--- config.mk ---
export PLATFORM = sky130hd
export DESIGN_NAME = pc_gen_flat
export DESIGN_NICKNAME = d
export VERILOG_FILES = /design/src/rtl/pc_gen_if.sv /design/src/rtl/pc_gen.sv /design/src/flat_wrapper.sv
export SDC_FILE = /design/constraint.sdc
export NUM_CORES = 1
export LEC_CHECK = 0
export ABC_AREA = 1
export CAP_MARGIN = 20
export CORE_MARGIN = 2
export CORE_UTILIZATION = 30
export DETAILED_ROUTE_END_ITERATION = 8
export GPL_TIMING_DRIVEN = 1
export PLACE_DENSITY_LB_ADDON = 0.1
export SKIP_CTS_REPAIR_TIMING = 1
export SYNTH_ARGS = -nofsm -noshare
export SYNTH_HDL_FRONTEND = slang
export SYNTH_SLANG_ARGS = --single-unit
export TNS_END_PERCENT = 10
--- constraint.sdc ---
create_clock -name clk -period 6.46 [get_ports clk]
set_clock_uncertainty 0.1 [all_clocks]
set_input_delay 1.938 -clock clk [delete_from_list [all_inputs] [get_ports clk]]
set_output_delay 1.938 -clock clk [all_outputs]
set_load 0.05 [all_outputs]
--- src/rtl/pc_gen_if.sv ---
// Fetch-address generator bus: event inputs from branch/exception logic,
// fetch address and return-stack status back out.
//   master: stall, trap, redirect_valid/addr, call_valid/target, ret_valid -> ;
//           <- pc, pc_seq, ras_count, ras_miss
//   slave : mirror of master (used by pc_gen)
interface pc_gen_if #(
  parameter int unsigned XLEN      = 32,
  parameter int unsigned RAS_DEPTH = 4
);
  localparam int unsigned CW = $clog2(RAS_DEPTH) + 1;

  logic            stall;
  logic            trap;
  logic            redirect_valid;
  logic [XLEN-1:0] redirect_addr;
  logic            call_valid;
  logic [XLEN-1:0] call_target;
  logic            ret_valid;
  logic [XLEN-1:0] pc;
  logic [XLEN-1:0] pc_seq;
  logic [CW-1:0]   ras_count;
  logic            ras_miss;

  modport master (
    output stall, trap, redirect_valid, redirect_addr,
           call_valid, call_target, ret_valid,
    input  pc, pc_seq, ras_count, ras_miss
  );

  modport slave (
    input  stall, trap, redirect_valid, redirect_addr,
           call_valid, call_target, ret_valid,
    output pc, pc_seq, ras_count, ras_miss
  );
endinterface

--- src/rtl/pc_gen.sv ---
// Fetch PC register with prioritised next-PC selection (trap, redirect,
// call/return via a circular return-address stack, stall, sequential).
//   clk    : clock, rising edge
//   rst    : asynchronous active-high reset
//   io_bus : pc_gen_if.slave -- events in; pc (registered), pc_seq (comb),
//            ras_count / ras_miss (registered) out
module pc_gen #(
  parameter int unsigned     XLEN        = 32,
  parameter logic [XLEN-1:0] RESET_VEC   = XLEN'(32'h0000_0000),
  parameter logic [XLEN-1:0] TRAP_VEC    = XLEN'(32'h0000_0100),
  parameter int unsigned     INSTR_BYTES = 4,
  parameter int unsigned     RAS_DEPTH   = 4
) (
  input  logic     clk,
  input  logic     rst,
  pc_gen_if.slave  io_bus
);
  localparam int unsigned PW = $clog2(RAS_DEPTH);
  localparam int unsigned CW = PW + 1;
  localparam logic [XLEN-1:0] ALIGN_MASK = ~(XLEN'(INSTR_BYTES - 1));

  function automatic logic [XLEN-1:0] align_addr(input logic [XLEN-1:0] a);
    return a & ALIGN_MASK;
  endfunction

  logic [XLEN-1:0] r_pc;
  logic [CW-1:0]   r_count;
  logic [PW-1:0]   r_ptr;     // next free slot; top entry is r_ptr-1
  logic            r_miss;
  logic [XLEN-1:0] r_ras [RAS_DEPTH];

  logic [XLEN-1:0] w_pc_seq;
  logic [PW-1:0]   w_top_idx;
  logic [XLEN-1:0] w_pc_next;
  logic [CW-1:0]   w_count_next;
  logic [PW-1:0]   w_ptr_next;
  logic            w_miss_next;
  logic            w_wr_en;
  logic [PW-1:0]   w_wr_idx;

  assign w_pc_seq  = r_pc + XLEN'(INSTR_BYTES);
  assign w_top_idx = r_ptr - PW'(1);

  // Next-PC / RAS decision, highest priority first
  always_comb begin
    w_pc_next    = r_pc;
    w_count_next = r_count;
    w_ptr_next   = r_ptr;
    w_miss_next  = 1'b0;
    w_wr_en      = 1'b0;
    w_wr_idx     = r_ptr;
    if (io_bus.trap) begin
      w_pc_next    = align_addr(TRAP_VEC);
      w_count_next = '0;
    end else if (io_bus.redirect_valid) begin
      w_pc_next = align_addr(io_bus.redirect_addr);
    end else if (io_bus.ret_valid && io_bus.call_valid) begin
      // Tail call: swap the top return address instead of pop+push
      w_pc_next = align_addr(io_bus.call_target);
      w_wr_en   = 1'b1;
      if (r_count == '0) begin
        w_wr_idx     = r_ptr;
        w_ptr_next   = r_ptr + PW'(1);
        w_count_next = CW'(1);
        w_miss_next  = 1'b1;
      end else begin
        w_wr_idx = w_top_idx;
      end
    end else if (io_bus.ret_valid) begin
      if (r_count != '0) begin
        w_pc_next    = r_ras[w_top_idx];
        w_ptr_next   = w_top_idx;
        w_count_next = r_count - CW'(1);
      end else begin
        w_pc_next   = w_pc_seq;
        w_miss_next = 1'b1;
      end
    end else if (io_bus.call_valid) begin
      // Push on full overwrites the oldest slot; count saturates
      w_pc_next  = align_addr(io_bus.call_target);
      w_wr_en    = 1'b1;
      w_ptr_next = r_ptr + PW'(1);
      if (r_count != CW'(RAS_DEPTH)) w_count_next = r_count + CW'(1);
    end else if (!io_bus.stall) begin
      w_pc_next = w_pc_seq;
    end
  end

  // State registers
  always_ff @(posedge clk or posedge rst) begin
    if (rst) begin
      r_pc    <= align_addr(RESET_VEC);
      r_count <= '0;
      r_ptr   <= '0;
      r_miss  <= 1'b0;
    end else begin
      r_pc    <= w_pc_next;
      r_count <= w_count_next;
      r_ptr   <= w_ptr_next;
      r_miss  <= w_miss_next;
    end
  end

  // Stack storage needs no reset; validity is tracked by r_count
  always_ff @(posedge clk) begin
    if (w_wr_en) r_ras[w_wr_idx] <= w_pc_seq;
  end

  assign io_bus.pc        = r_pc;
  assign io_bus.pc_seq    = w_pc_seq;
  assign io_bus.ras_count = r_count;
  assign io_bus.ras_miss  = r_miss;
endmodule

--- src/flat_wrapper.sv ---
// flat-port wrapper written by rule: the top's interface ports become plain ports
module pc_gen_flat 
#(
  parameter int unsigned     XLEN        = 32,
  parameter logic [XLEN-1:0] RESET_VEC   = XLEN'(32'h0000_0000),
  parameter logic [XLEN-1:0] TRAP_VEC    = XLEN'(32'h0000_0100),
  parameter int unsigned     INSTR_BYTES = 4,
  parameter int unsigned     RAS_DEPTH   = 4
)
  (clk, rst, io_bus_stall, io_bus_trap, io_bus_redirect_valid, io_bus_redirect_addr, io_bus_call_valid, io_bus_call_target, io_bus_ret_valid, io_bus_pc, io_bus_pc_seq, io_bus_ras_count, io_bus_ras_miss);
  pc_gen_if #(.XLEN(XLEN), .RAS_DEPTH(RAS_DEPTH)) io_bus_i ();
  input  logic clk;
  input  logic rst;
  input wire logic [$bits(io_bus_i.stall)-1:0] io_bus_stall;
  input wire logic [$bits(io_bus_i.trap)-1:0] io_bus_trap;
  input wire logic [$bits(io_bus_i.redirect_valid)-1:0] io_bus_redirect_valid;
  input wire logic [$bits(io_bus_i.redirect_addr)-1:0] io_bus_redirect_addr;
  input wire logic [$bits(io_bus_i.call_valid)-1:0] io_bus_call_valid;
  input wire logic [$bits(io_bus_i.call_target)-1:0] io_bus_call_target;
  input wire logic [$bits(io_bus_i.ret_valid)-1:0] io_bus_ret_valid;
  output wire logic [$bits(io_bus_i.pc)-1:0] io_bus_pc;
  output wire logic [$bits(io_bus_i.pc_seq)-1:0] io_bus_pc_seq;
  output wire logic [$bits(io_bus_i.ras_count)-1:0] io_bus_ras_count;
  output wire logic [$bits(io_bus_i.ras_miss)-1:0] io_bus_ras_miss;
  assign io_bus_i.stall = io_bus_stall;
  assign io_bus_i.trap = io_bus_trap;
  assign io_bus_i.redirect_valid = io_bus_redirect_valid;
  assign io_bus_i.redirect_addr = io_bus_redirect_addr;
  assign io_bus_i.call_valid = io_bus_call_valid;
  assign io_bus_i.call_target = io_bus_call_target;
  assign io_bus_i.ret_valid = io_bus_ret_valid;
  assign io_bus_pc = io_bus_i.pc;
  assign io_bus_pc_seq = io_bus_i.pc_seq;
  assign io_bus_ras_count = io_bus_i.ras_count;
  assign io_bus_ras_miss = io_bus_i.ras_miss;
  pc_gen #(.XLEN(XLEN), .RESET_VEC(RESET_VEC), .TRAP_VEC(TRAP_VEC), .INSTR_BYTES(INSTR_BYTES), .RAS_DEPTH(RAS_DEPTH)) u_core (.clk(clk), .rst(rst), .io_bus(io_bus_i));
endmodule
==> run summary <==
The flow ran to the end, and the final reports show no timing, DRC or antenna violations. The CTS clock-pin slew for the worst setup and hold paths was 70 ps; the total number of clock tree sinks was 166. Registers are responsible for 39.4% of the overall power. The detailed router placed 7098 vias in this run. The core region area was 27600 um2; the fraction of synthesized cell area taken by the top area cell type was 45.9%.

The fraction of final layout cells sized beyond drive strength 1 works out to 5.49%. Sorting the synthesized cells by area gives the leading types as sky130_fd_sc_hd__edfxtp_1, sky130_fd_sc_hd__nand2_1, sky130_fd_sc_hd__dfrtp_1. The layout has 2891 filler cells. The die covers 29300 um2.

The tools report the critical path required time as 4420 ps. For this run, the leading register cell type out of synthesis is sky130_fd_sc_hd__edfxtp_1. In this run the deepest clock path goes through 2 buffers.

In this run the power density over the cells is 318 nW/um2. The share of synthesized area occupied by flip-flops and latches came out at 57.2%. The count of cells along the worst hold path is 1, and the data arrival time of the critical path is 3090 ps. The synthesized netlist net count came out at 1043. The logs give 4800 um2 for the footprint of the flip-flops and latches and 6869 for the number of global-route vias before repair. The critical path start-end classification is reg2out. Number of buffers inserted by port buffering: 134. For this run, the post-layout net count is 1171. For hold timing, the worst endpoint is u_core.io_bus.ras_count[0]$_DFFE_PP0P_. Once the floorplan was initialized, standard cells occupied 30.3% of the core.

The number of enable-type register cells in the synthesized netlist works out to 128. Leakage power total: 4.38 nW. Post-synth design cell area: 8380 um2. The final hold violation count is 0, and the share of flip-flops with an asynchronous set or reset is 22.9%. The worst hold path begins at u_core.io_bus.ras_count[0]$_DFFE_PP0P_.

Once placement completed, the tool counted placed cells totaling 1456. Combinational cells account for 31.7% of the total power. For this run, design rule violations remaining after detail routing come to 0. The synthesized design contains 166 register bits. The shortest period the worst path allows is 5120 ps. The tools report the final cell count without fillers as 1489.

The startpoint identified for the worst register-to-register timing path is u_core.r_ptr[1]$_DFFE_PP0P_. Number of levels in the clock H-tree: 4. TritonCTS built the clock tree.

The multi-input combinational cells in the finished layout cover a total of 3080 um2. CTS placed an instance of sky130_fd_sc_hd__clkbuf_16 at the clock tree root. Net switching is 38.3% of the power. The logs give 430 ps for the insertion delay of the later-clocked pin in the worst-skew pair and 1340 ps for the worst setup slack after layout. The logs give 0 for the total congestion overflow and 0.000206 V for the worst-case vdd ir drop. The worst setup path is launched from a register. On the final layout, the worst hold slack is 495 ps. The worst setup path is captured at an output pin.

Using the TritonRoute via totals, the vias-per-cell ratio works out to 4.77. The final weighted congestion of routability-driven global placement was 0.874; the final count of negative-setup-slack endpoints was 0. The die is 171 um wide. The number of maximum-capacitance constraint violations came out at 0. Of all nets on the critical path, the largest fanout is 5.

The repair_antennas step left the layout with diodes totalling 0. The count of pins over their slew limit was 0; the synthesized instance count was 970. The worst pin sits at a relative slew slack of 33.5%. The aggregate negative setup slack is 0 ps, and the overall routed net length is 28.7 mm. For the pin with the worst max-slew slack, the measured transition is 997 ps. The initial antenna violation count is 0, and the pin count of the biggest net entering global routing is 46. Top cell type by total area after synthesis: sky130_fd_sc_hd__edfxtp_1. Setup repair after global routing left no endpoint under its margin. The final cycle utilization of the critical path is 79.3%. Across every metal layer, demand over resource in global routing totals 20.2%.

The overall die height is 171 um, and the area added between synthesis and finish is 27.8%. Worst-case register-to-register setup slack: 2720 ps. In this run the mean area of a mapped cell was 8.64 um2. The first global-routing pass estimated 43.1 mm of wire. During synthesis, Yosys emitted a total of 0 warnings. In this run the core area contains 61 standard-cell rows. The logs give 530 for the detailed router's first-iteration violation count and 5 for the detailed-routing iteration count for the pre-antenna-repair pass. The worst flop-to-flop path endpoint is u_core.io_bus.pc[14]$_DFFE_PP0P_.

Internal power comes to 2.10 mW. The path depth of the worst reg2reg path is 10, and the number of nets with antenna violations after detailed routing is 0. The worst hold path belongs to the class reg2reg. Summed over all nets, the switching power comes to 1.31 mW.

For the proportion of power drawn by the clock network, the log shows 28.9%. Dividing the detail-routed wire length by the instance count gives 19.3 um. During I/O placement, the number of pins put on the boundary was 139. The logs give 19.7 mm for the post-DP HPWL and 195 MHz for the fmax. The synthesized netlist contains 38 unique library cells.

Buffers inserted during clock tree synthesis total 17. The run gives 1490 ps as the worst slack at placement.
==> state kept, by name (all words and copies together), names as in the netlist <==
name / flops
u_core.r_ras: 128
u_core.io_bus.pc: 32
u_core.io_bus.ras_count: 3
u_core.r_ptr: 2
u_core.io_bus.ras_miss: 1
==> how the worst max path moves through the flow <==
stage / startpoint / endpoint / slack (ps) / cells past startpoint
after floorplan: io_bus_trap / u_core.r_ras[1][0]$_DFFE_PP_ / 1710 / 7
after global placement: io_bus_trap / u_core.r_ras[2][14]$_DFFE_PP_ / 1490 / 8
after detailed placement: io_bus_trap / u_core.r_ras[2][30]$_DFFE_PP_ / 1490 / 8
after CTS: u_core.io_bus.pc[2]$_DFFE_PP0P_ / io_bus_pc_seq[13] / 1290 / 6
after global routing: u_core.io_bus.pc[2]$_DFFE_PP0P_ / io_bus_pc_seq[13] / 1090 / 6
final: u_core.io_bus.pc[3]$_DFFE_PP0P_ / io_bus_pc_seq[22] / 1340 / 10
==> kinds of logic (layout without fill, tap and decap cells) <==
family          after synthesis  count (layout)  synth area share (%)
fa+ha+maj                     2               2                 0.388
flops                       166             166                  57.2
xor+xnor                     18              18                  1.88
buf+inv                     123             264                  6.14
mux                           3               3                 0.358
compound gates              134             134                  9.34
simple gates                524             524                  24.7
==> worst max-delay path: stages, from the launching register on <==
cell and delay [ps]:
sky130_fd_sc_hd__dfrtp_1 420, sky130_fd_sc_hd__ha_1 260, sky130_fd_sc_hd__nand2_1 70, sky130_fd_sc_hd__nor2_1 240, sky130_fd_sc_hd__nand2_1 190, sky130_fd_sc_hd__nor2_4 230, sky130_fd_sc_hd__nand2_1 80, sky130_fd_sc_hd__nand2_1 60
sky130_fd_sc_hd__nand2_1 100, sky130_fd_sc_hd__inv_1 170, sky130_fd_sc_hd__clkdlybuf4s50_1 840
==> power by group through the flow <==
stage	Combinational (mW)	Sequential (mW)	Clock [mW]
2_1_floorplan	0.666	1.38	0
3_3_place_gp	1.09	1.36	0
3_5_place_dp	1.09	1.37	0
4_1_cts	1.09	1.34	1.00
5_1_grt	1.19	1.35	1.04
6_report	1.08	1.34	0.985
==> cells in the final DEF, fill, tap and decap left out, types with 6 or more instances in the layout <==
| cell | instances |
|---|---|
| sky130_fd_sc_hd__nor2_2 | 9 |
| sky130_fd_sc_hd__nand2_1 | 288 |
| sky130_fd_sc_hd__edfxtp_1 | 128 |
| sky130_fd_sc_hd__dfrtp_1 | 37 |
| sky130_fd_sc_hd__buf_4 | 9 |
| sky130_fd_sc_hd__clkdlybuf4s50_1 | 134 |
| sky130_fd_sc_hd__inv_1 | 79 |
| sky130_fd_sc_hd__o221ai_1 | 6 |
| sky130_fd_sc_hd__a21oi_1 | 51 |
| sky130_fd_sc_hd__clkbuf_16 | 17 |
| sky130_fd_sc_hd__o21ai_0 | 33 |
| sky130_fd_sc_hd__nand3_1 | 36 |
| sky130_fd_sc_hd__nor2_1 | 180 |
| sky130_fd_sc_hd__xnor2_1 | 8 |
| sky130_fd_sc_hd__o22ai_1 | 25 |
| sky130_fd_sc_hd__xor2_1 | 10 |
==> per-stage QoR <==
stage	power [mW]	util (%)	instance area (um2)
final	3.41	38.8	10700
after global routing	3.58	38.8	10700
after CTS	3.44	38.7	10700
after detailed placement	2.46	36.7	10100
after global placement	2.45	36.7	10100
after floorplan	2.05	-	8380
==> area by class of cell <==
type / instances / share of cell area, %
Clock buffer: 19 / 4.04
Clock inverter: 13 / 1.16
Inverter: 85 / 3.00
Multi-Input combinational cell: 681 / 28.8
Sequential cell: 166 / 44.8
Tap cell: 378 / 4.42
Timing Repair Buffer: 147 / 13.8
==> synthesized netlist by cell type, drive strengths merged (6+ instances only) <==
| cell | count |
|---|---|
| o21ai | 33 |
| xnor2 | 8 |
| inv | 85 |
| o221ai | 6 |
| edfxtp | 128 |
| a21oi | 51 |
| o22ai | 25 |
| nand2 | 288 |
| xor2 | 10 |
| dfrtp | 38 |
| nand3 | 36 |
| clkbuf | 19 |
| buf | 19 |
| nor2 | 192 |
==> layer usage <==
metal  global-route usage [%]  wire length [um]
met1                     28.8             13800
met2                     32.0             13100
met3                     3.38              1510
met4                     5.08               306
met5                        0                 0
Power figures use the tool's default switching activity.
